[config.mk]
export PLATFORM = sky130hd
export DESIGN_NAME = rr_sel_arbiter
export DESIGN_NICKNAME = d
export VERILOG_FILES = /design/src/rtl/rr_sel_arbiter.sv
export SDC_FILE = /design/constraint.sdc
export NUM_CORES = 1
export LEC_CHECK = 0
export ABC_AREA = 1
export BUFFER_PORTS_ARGS = -buffer_cell sky130_fd_sc_hd__buf_2
export CORE_UTILIZATION = 55
export DETAILED_ROUTE_END_ITERATION = 12
export GPL_TIMING_DRIVEN = 0
export PLACE_DENSITY = 0.83
export SETUP_SLACK_MARGIN = 0.2
export SLEW_MARGIN = 20
export SYNTH_ARGS = -nofsm -noshare
export SYNTH_HDL_FRONTEND = slang
export SYNTH_SLANG_ARGS = --single-unit
export TNS_END_PERCENT = 50
[constraint.sdc]
create_clock -name clk -period 5.06 [get_ports clk]
set_input_delay 1.012 -clock clk [delete_from_list [all_inputs] [get_ports clk]]
set_output_delay 1.012 -clock clk [all_outputs]
set_load 0.01 [all_outputs]
[src/rtl/rr_sel_arbiter.sv]
// Round-robin 4-channel arbiter producing a registered, glitch-free select for a
// downstream 4:1 data mux. Grants are bounded to HOLD_MAX cycles before rotation.
//
// state | meaning
// ------+-----------------------------------------------------------
// IDLE  | no grant active; arbitrate from ptr when any req is seen
// GRANT | channel sel owns the mux; release on done, req drop or hold limit
module rr_sel_arbiter #(
    parameter int unsigned HOLD_MAX = 4
) (
    input  logic       clk,
    input  logic       rst_n,
    input  logic [3:0] req,
    input  logic       done,
    output logic [1:0] sel,
    output logic [3:0] gnt,
    output logic       gnt_valid,
    output logic [3:0] hold_cnt
);

    typedef enum logic {IDLE, GRANT} state_t;

    localparam logic [3:0] HOLD_LAST = 4'(HOLD_MAX - 1);

    state_t     state, state_n;
    logic [1:0] ptr, ptr_n;
    logic [1:0] sel_n;
    logic [3:0] gnt_n;
    logic       valid_n;
    logic [3:0] hold_n;

    logic [1:0] base;
    logic [7:0] req_dbl;
    logic [3:0] req_rot;
    logic [1:0] offset;
    logic [1:0] win;
    logic       win_ok;
    logic       release_c;

    // Scan base is ptr from IDLE, or the post-release pointer when rotating.
    assign base    = (state == IDLE) ? ptr : sel + 2'd1;
    assign req_dbl = {req, req} >> base;
    assign req_rot = req_dbl[3:0];

    always_comb begin
        offset = 2'd0;
        win_ok = 1'b1;
        casez (req_rot)
            4'b???1: offset = 2'd0;
            4'b??10: offset = 2'd1;
            4'b?100: offset = 2'd2;
            4'b1000: offset = 2'd3;
            default: win_ok = 1'b0;
        endcase
    end

    assign win       = base + offset;
    assign release_c = done | ~req[sel] | (hold_cnt == HOLD_LAST);

    always_comb begin
        state_n = state;
        ptr_n   = ptr;
        sel_n   = sel;
        valid_n = gnt_valid;
        hold_n  = hold_cnt;
        case (state)
            IDLE: begin
                valid_n = 1'b0;
                hold_n  = 4'd0;
                if (win_ok) begin
                    state_n = GRANT;
                    sel_n   = win;
                    valid_n = 1'b1;
                end
            end
            GRANT: begin
                if (release_c) begin
                    ptr_n  = sel + 2'd1;
                    hold_n = 4'd0;
                    if (win_ok) begin
                        sel_n = win;
                    end else begin
                        state_n = IDLE;
                        valid_n = 1'b0;
                    end
                end else begin
                    hold_n = hold_cnt + 4'd1;
                end
            end
            default: begin
                state_n = IDLE;
                valid_n = 1'b0;
                hold_n  = 4'd0;
            end
        endcase
        gnt_n = valid_n ? (4'b0001 << sel_n) : 4'b0000;
    end

    always_ff @(posedge clk or negedge rst_n) begin
        if (!rst_n) begin
            state     <= IDLE;
            ptr       <= 2'd0;
            sel       <= 2'd0;
            gnt       <= 4'b0000;
            gnt_valid <= 1'b0;
            hold_cnt  <= 4'd0;
        end else begin
            state     <= state_n;
            ptr       <= ptr_n;
            sel       <= sel_n;
            gnt       <= gnt_n;
            gnt_valid <= valid_n;
            hold_cnt  <= hold_n;
        end
    end

endmodule

==> flow_summary.yaml, run 1 <==
timing:
  relSlewSlack_pct: 69.4
  hold_viol: 0
  finClkSkew_ps: 4.30
  drv_slew: 0
  tightestPinTransition_ps: 457
  min_period_ps: 2270
  whs_ps: 490
  rsz0062_at_grt: "false"
  tns_ps: 0
  setup_viol: 0
  fin_crit_sh_pct: 44.9
  setup_slack_ps: 2790
  fmax_ghz: 0.440
cts:
  clockRootBuffer: "clkbuf_4"
  cts.clk_slew.worst_paths_ps: 80
  cts_buffer_depth: 2
  cts_num_sinks: 14
  htree_levels: 1
  clkLatencyLatePin_ps: 280
  cts_resized: 0
  ctsHoldBuffers: 0
  cts_buffers: 3
  cts_tree: "done"
  post_cts_buffers: 0
die:
  die_x_um: 44.6
  start_util_pct: 58.5
  die-area_mm2: 0.00199
  design.core.area_mm2: 0.00171
  die_height_um: 44.6
  rows: 15
  num_io_pins: 18
drt:
  wl_met2_um: 1010
  drt_pass1_iterations: 4
  wl_met3_um: 93
  drc: 0
  viasPerCell: 4.99
  met1_length_um: 925
  routedWlPerCell_um: 11.1
  antenna_left: 0
  totalWireLength_um: 2050
  drt-initial-drc-count: 19
  highest_layer: "met4"
  num_vias: 924
synthesis:
  yosys_warnings: 0
  syn_avg_cell_area_um2: 7.18
  yosysUniqueCellTypes: 20
  syn_area_um2: 998
  syn_inst: 139
  synthesis.nets: 148
  ys_seq_area_share_pct: 35.1
  synth-seq-cells: 14
flow_run:
  maxCapViolCount: 0
setup_path:
  crit_path_start_kind: "primary input"
  critPathMaxFanout: 4
  critPathSlowestCell: "o21ai_2"
  crit_top_cell: "nand2_1"
  worst_setup_path_end_kind: "register"
  worstPathRequired_ps: 5230
  cpPeakStageDelay_ps: 190
  critPathKind: "in -> reg"
  crit_path_cell_trace: "buf_2 > nand3_1 > nand2_1 > nand2_1 > nand3_1 > a21oi_1 > ha_1 > inv_1 > nand2_1 > nand2_1 > nand3_1 > nand2_1 > o21ai_2 > nor2_1"
  critical_path_arrival_ps: 2440
placed_design:
  portBuffers: 17
  place_ws_ps: 2490
  gp_congestion: 0.871
  dpl.hpwl_um: 1640
power:
  vdd_drop_max_mv: 0.521
  leakage_nw: 0.667
  cellPowerDensity_mw_per_mm2: 811
finish:
  final_common_cell: "nand2_1"
  fillers: 147
  diodes: 0
  ff_latch_area_um2: 350
  final_util_pct: 67.4
  nNetsFinal: 170
  final_cell_mix: "52 x nand2_1, 17 x buf_2, 14 x dfrtp_1"
  drive_gt1_share_pct: 28.1
  area_growth_pct: 15.3
  multi_input_area_um2: 586
global_route:
  grt.overflow.total: 0
  grt_pass1_vias: 821
  grt_usage_pct: 23.5
  grt_pass1_wl_um: 3370
  antenna_found_initial: 0
  grt_start_max_net_pins: 15
worst_hold_path:
  hold_path.class: "reg -> reg"
outcome:
  outcome: "completed"
## final timing paths
kind | start | to | slack [ps] | depth (start not counted)
min in group asynchronous | rst_n | gnt_valid$_DFF_PN0_ | 600 | 1
max | req[3] | gnt[0]$_DFF_PN0_ | 2790 | 14
min reg2reg | hold_cnt[0]$_DFF_PN0_ | hold_cnt[0]$_DFF_PN0_ | 490 | 1
max in group asynchronous | rst_n | gnt[0]$_DFF_PN0_ | 4220 | 1
max reg2reg | sel[0]$_DFF_PN0_ | gnt[0]$_DFF_PN0_ | 2840 | 18
min | hold_cnt[0]$_DFF_PN0_ | hold_cnt[0]$_DFF_PN0_ | 490 | 1
## Yosys cell counts (all sizes together)
master | count | area share, %
clkbuf | 1 | 1.4
nand4 | 1 | 0.63
nand3 | 15 | 8.5
nor2 | 14 | 7.3
xnor2 | 1 | 0.88
dfrtp | 14 | 35
a21oi | 8 | 4.4
ha | 2 | 2.5
xor2 | 1 | 0.88
o21ai | 4 | 2.4
nand2 | 65 | 31
inv | 13 | 4.9
## sequential cells by signal, indices dropped and copies added (netlist names)
register and count:
state 1, sel 2, ptr 2, gnt 4, hold_cnt 4, gnt_valid 1
## layer usage
metal  global-route usage (%)  vias to the layer above
li1                         -                      479
met1                     29.5                      424
met2                     40.0                       17
met3                     6.53                        4
met4                     5.45                        0
met5                        0                        -
## layout make-up
type | instances | share of cell area, %
multi-input combinational | 111 | 50.9
tap | 25 | 2.72
inverter | 13 | 4.24
sequential | 14 | 30.4
clock buffer | 4 | 3.15
buffer | 1 | 1.20
timing repair buffer | 17 | 7.39
## worst max-delay path: cells and delay by family
kind,cells,cell delay [ps]
and+or+nand+nor,9,750
AOI/OAI and AO/OA,2,320
adders and majority gates,1,180
buffers and inverters,2,170
## stage by stage
| stage | cells | area [um^2] | total power [mW] |
|---|---|---|---|
| after floorplan | 139 | 998 | 0.725 |
| after CTS | 185 | 1150 | 0.941 |
| after global routing | 185 | 1150 | 1.03 |
| after detailed placement | 181 | 1110 | 0.856 |
| final | 185 | 1150 | 0.934 |
| after global placement | 181 | 1110 | 0.830 |
## cell families (layout without fill, tap and decap cells)
kind of cell	after synthesis	count (layout)	synth area share [%]
AOI/OAI and AO/OA	12	12	6.77
xor gates and xnor gates	2	2	1.75
adders and majority gates	2	2	2.51
buffers and inverters	14	35	6.27
DFF	14	14	35.1
and+or+nand+nor	95	95	47.6
## power by group
group	total, mW	switching [mW]	internal [mW]	leakage, nW
sequential	0.185	0.0301	0.155	0.176
clock	0.0804	0.0366	0.0438	0.0210
combinational	0.669	0.431	0.237	0.469
total	0.934	0.498	0.436	0.667
Power figures use the tool's default switching activity.
==> inputs of run 2 (changes only) <==
Settings changed: ABC_AREA 1 to 0, CORE_UTILIZATION 55 to 52, PLACE_DENSITY 0.83 to 0.8.
Clock period 5.06 ns to 2.2 ns, I/O delays scaled along.
==> flow_summary.yaml, run 2 <==
setup_path:
  cpPeakStageDelay_ps: 410
  worst_setup_path_end_kind: "register"
  critical_path_arrival_ps: 2580
  crit_path_cell_trace: "xor2_2 > mux2i_2 > nand2_1 > a21oi_2 > o2bb2ai_1 > mux2_4 > ha_4 > xor2_2 > or2_1 > mux2i_2 > a211oi_2"
  critPathSlowestCell: "dfrtp_1"
  critPathMaxFanout: 3
  worstPathRequired_ps: 2350
  crit_path_start_kind: "register"
  critPathKind: "reg -> reg"
die:
  rows: 14
  start_util_pct: 57.1
  design.core.area_mm2: 0.00154
  die_height_um: 43.1
  num_io_pins: 18
  die_x_um: 43.1
  die-area_mm2: 0.00186
outcome:
  violations: "negative setup slack"
  outcome: "complete, but fails checks"
drt:
  antenna_left: 0
  drt_pass1_iterations: 4
  drt-initial-drc-count: 9
  num_vias: 847
  totalWireLength_um: 2210
  drc: 0
  viasPerCell: 6.05
  routedWlPerCell_um: 15.8
cts:
  clockRootBuffer: "clkbuf_4"
  cts.clk_slew.worst_paths_ps: 70
  cts_num_sinks: 14
  htree_levels: 1
  cts_tree: "done"
  cts_buffers: 3
  cts_buffer_depth: 2
  clkLatencyLatePin_ps: 280
finish:
  final_cell_mix: "17 x buf_2, 16 x nor2_1, 14 x dfrtp_1"
  area_growth_pct: 31.7
  nNetsFinal: 134
  final_common_cell: "buf_2"
  diodes: 0
  drive_gt1_share_pct: 39.5
  final_util_pct: 75.2
  reg_top3: "gnt x4, hold_cnt x4"
synthesis:
  synth_enable_flop_cells: 0
  ys_top_cells_by_area: "dfrtp_1 40%, nor2_1 6.8%, mux2i_1 4.6%"
  synth-seq-cells: 14
  yosysMostFrequentCell: "nor2_1"
  synth_common_cells: "16 x nor2_1, 14 x dfrtp_1, 6 x a21oi_1, 5 x a211oi_1, 5 x nand2_1"
  synth_top_area_cell: "dfrtp_1"
  ys.flop_type: "dfrtp_1"
  ys_seq_area_share_pct: 39.8
  syn_inst: 98
  yosys_warnings: 0
  syn_area_um2: 880
  yosysUniqueCellTypes: 33
  syn_avg_cell_area_um2: 8.98
  synthesis.nets: 107
  netlist.area_leader.share_pct: 39.8
  synthArstFlopShare_pct: 100
timing:
  relSlewSlack_pct: 60.4
  fmax_ghz: 0.413
  setup_slack_ps: -221
  setup_viol: 6
  min_period_ps: 2420
  tns_ps: -1020
  rsz0062_at_grt: "true"
  finClkSkew_ps: 3.32
  drv_slew: 0
  tightestPinTransition_ps: 588
  fin_crit_sh_pct: 110
  hold_viol: 0
power:
  leakage_nw: 0.520
  seq_power_share_pct: 23.5
  cellPowerDensity_mw_per_mm2: 1500
  p_sw_share_pct: 43.2
  cellInternalPower_mw: 0.989
  vdd_drop_max_mv: 1.21
  clock_power_share_pct: 10.0
  comb_power_share_pct: 66.5
  power.total_mw: 1.74
  netSwitchingPower_mw: 0.751
global_route:
  grt_pass1_wl_um: 3410
  grt_start_max_net_pins: 15
  antenna_found_initial: 0
  grt_usage_pct: 25.1
  grt_pass1_vias: 784
  grt.overflow.total: 0
placed_design:
  dpl.hpwl_um: 1420
  portBuffers: 16
  gp_congestion: 0.773
flow_run:
  maxCapViolCount: 0
worst_hold_path:
  hold_path.class: "in -> async"
run 2: cell count changes in the layout (fill, tap and decap cells not counted), sizes merged, moves of 4 or more:
cell | before | now
a211oi | 0 | 6
buf | 17 | 25
inv | 13 | 4
mux2i | 0 | 4
nand2 | 65 | 5
nand3 | 15 | 3
run 2: routing by layer:
metal  track usage, %  up-vias  part of all wire (%)
li1                 -      400                     -
met1             32.1      387                    42
met2             39.1       50                    47
met3             8.51       10                   7.4
met4             9.09        0                   3.6
met5                0        -                     0
run 2: cell type report:
cell class,count,area (um^2)
tap,16,20.0
fill,106,383
clock buffer,4,36.3
multi-input combinational,75,584
inverter,4,15.0
sequential,14,350
buffer,5,27.5
timing repair buffer,22,125
run 2: kinds of logic (layout without fill, tap and decap cells):
family	count (synthesis)	count (layout)	synth area share, %
AO/OA/AOI/OAI	23	23	18.5
XOR/XNOR	5	5	4.98
adder cells (fa/ha/maj)	2	2	2.84
buffers and inverters	9	35	4.84
flip-flops	14	14	39.8
multiplexers	7	7	8.39
AND/OR/NAND/NOR	38	38	20.6
run 2: through the flow:
stage | cell area, um^2 | std cells | setup slack, ps | hold slack [ps]
CTS | 1110 | 139 | -204 | 45.3
floorplan | 912 | 98 | -171 | 144
detailed placement | 1010 | 130 | -338 | 345
global route | 1160 | 140 | -317 | 52.3
global placement | 1010 | 130 | -268 | 337
finish | 1160 | 140 | -221 | 36.2
run 2: final timing paths:
check                      depth (start not counted)               endpoint             startpoint  slack [ps]
setup / recovery                                  11       gnt[0]$_DFF_PN0_       sel[0]$_DFF_PN0_        -220
min in group clk                                   1  hold_cnt[0]$_DFF_PN0_  hold_cnt[0]$_DFF_PN0_         490
setup reg to reg                                  11       gnt[0]$_DFF_PN0_       sel[0]$_DFF_PN0_        -220
hold reg to reg                                    1  hold_cnt[0]$_DFF_PN0_  hold_cnt[0]$_DFF_PN0_         490
max in group asynchronous                          1    gnt_valid$_DFF_PN0_                  rst_n        1940
hold / removal                                     1       gnt[1]$_DFF_PN0_                  rst_n          40
run 2: worst max-delay path: cells and delay by family (launching register included):
kind	cells	cell delay (ps)
AND/OR/NAND/NOR	2	350
XOR/XNOR	2	350
flip-flops	1	410
multiplexers	3	720
AO/OA/AOI/OAI	3	300
adder cells (fa/ha/maj)	1	160
run 2: repair_timing:
| item | in CTS | in global routing |
|---|---|---|
| setup endpoints to repair | 6 | 7 |
| pin swaps | 12 | 5 |
| resized for setup | 5 | 7 |
| setup buffers | 5 | 1 |
| hold buffers | 0 | 0 |
run 2: power groups by stage:
| stage | clock network, mW | registers, mW | logic [mW] |
|---|---|---|---|
| finish | 0.174 | 0.409 | 1.16 |
| global route | 0.189 | 0.417 | 1.24 |
| CTS | 0.178 | 0.406 | 1.02 |
| detailed placement | 0 | 0.416 | 0.881 |
| global placement | 0 | 0.410 | 0.852 |
| floorplan | 0 | 0.431 | 0.656 |
==> inputs of run 3 (changes only) <==
Settings changed: CAP_MARGIN set to 20, CORE_UTILIZATION 52 to 55, PLACE_DENSITY 0.8 to 0.83.
Clock period 2.2 ns to 3 ns, I/O delays scaled along.
==> flow_summary.yaml, run 3 (synthesis gave the netlist of run 2 again) <==
drt:
  num_vias: 801
  antenna_left: 0
  drt-initial-drc-count: 22
  drt_pass1_iterations: 4
  drc: 0
  viasPerCell: 5.98
  totalWireLength_um: 1810
  routedWlPerCell_um: 13.5
timing:
  setup_viol: 0
  tns_ps: 0
  relSlewSlack_pct: 68.6
  finClkSkew_ps: 11.5
  whs_ps: 186
  tightestPinTransition_ps: 467
  min_period_ps: 2660
  drv_slew: 0
  hold_viol: 0
  fin_crit_sh_pct: 88.8
  rsz0062_at_grt: "false"
  setup_slack_ps: 336
  fmax_ghz: 0.375
cts:
  cts_buffer_depth: 2
  ctsHoldBuffers: 0
  clkLatencyLatePin_ps: 290
  cts_num_sinks: 14
  post_cts_buffers: 0
  cts_tree: "done"
  cts.clk_slew.worst_paths_ps: 90
  cts_buffers: 3
  clockRootBuffer: "clkbuf_4"
  htree_levels: 1
die:
  die_height_um: 42.0
  rows: 14
  start_util_pct: 58.4
  design.core.area_mm2: 0.00151
  die-area_mm2: 0.00176
  die_x_um: 42.0
  num_io_pins: 18
global_route:
  grt.overflow.total: 0
  antenna_found_initial: 0
  grt_start_max_net_pins: 15
  grt_pass1_wl_um: 2960
  grt_usage_pct: 22.2
  grt_pass1_vias: 690
setup_path:
  crit_path_cell_trace: "xor2_1 > mux2i_2 > inv_1 > a21oi_1 > o22ai_1 > mux2_2 > ha_1 > and3_1 > o31ai_1 > a211oi_1"
  cpPeakStageDelay_ps: 430
  critical_path_arrival_ps: 2820
  critPathKind: "reg -> reg"
  worst_setup_path_end_kind: "register"
  path_buf_inv: 1
  worst_r2r_startpoint: "sel[0]$_DFF_PN0_"
  worstPathRequired_ps: 3150
  r2r_cells: 10
  reg2reg_setup_slack_ps: 340
  crit_family: "compound AO/OA/AOI/OAI gates"
  crit_path_start_kind: "register"
  r2r_end: "gnt[3]$_DFF_PN0_"
  critPathMaxFanout: 5
  cp_num_cells: 10
  critPathSlowestCell: "dfrtp_1"
finish:
  area_growth_pct: 15.9
  diodes: 0
  final_cell_mix: "17 x buf_2, 16 x nor2_1, 14 x dfrtp_1"
  drive_gt1_share_pct: 25.4
  final_common_cell: "buf_2"
  fin_cells: 134
  nNetsFinal: 128
  reg_top3: "gnt x4, hold_cnt x4"
power:
  cellPowerDensity_mw_per_mm2: 1010
  leakage_nw: 0.479
  vdd_drop_max_mv: 0.571
  power.total_mw: 1.03
flow_run:
  maxCapViolCount: 0
placed_design:
  portBuffers: 16
  dp.cells: 130
  dpl.hpwl_um: 1340
  place_ws_ps: 352
  gp_congestion: 0.871
worst_hold_path:
  hold_path.class: "in -> async"
outcome:
  outcome: "completed"
## run 3: timing repair
item,in CTS,in global routing
endpoints found under the hold margin,0,0
setup endpoints to repair,0,4
resized for setup,0,1
## run 3: cell type report
type                            count  area (um^2)
Multi-Input combinational cell     75          490
Sequential cell                    14          350
Tap cell                           16         20.0
Inverter                            4         15.0
Clock buffer                        4         36.3
Timing Repair Buffer               16         80.1
Buffer                              5         27.5
Fill cell                         121          487
## run 3: worst max-delay path by stage
stage,slack [ps],to,from
3_5_place_dp,350,gnt[3]$_DFF_PN0_,sel[0]$_DFF_PN0_
6_report,340,gnt[3]$_DFF_PN0_,sel[0]$_DFF_PN0_
3_3_place_gp,410,gnt[3]$_DFF_PN0_,sel[0]$_DFF_PN0_
5_1_grt,220,gnt[0]$_DFF_PN0_,sel[0]$_DFF_PN0_
4_1_cts,330,gnt[3]$_DFF_PN0_,sel[0]$_DFF_PN0_
2_1_floorplan,570,gnt[3]$_DFF_PN0_,sel[0]$_DFF_PN0_
## run 3: routing by layer
layer	wire length (um)	global-route usage, %	vias up	part of all wire, %
li1	-	-	391	-
met1	808	30.5	375	45
met2	870	36.3	32	48
met3	108	2.59	3	6.0
met4	21	7.74	0	1.2
met5	0	0	-	0
## run 3: report_power, final
| group | internal (mW) | total [mW] | leakage, nW | switching, mW |
|---|---|---|---|---|
| sequential | 0.248 | 0.299 | 0.175 | 0.0508 |
| combinational | 0.262 | 0.598 | 0.283 | 0.336 |
| clock | 0.0739 | 0.136 | 0.0210 | 0.0623 |
## run 3: through the flow
stage | util [%] | area [um^2]
final | 67.7 | 1020
after global routing | 67.7 | 1020
after CTS | 67.4 | 1020
after detailed placement | 65.0 | 980
after global placement | 65.0 | 980
after floorplan | - | 880
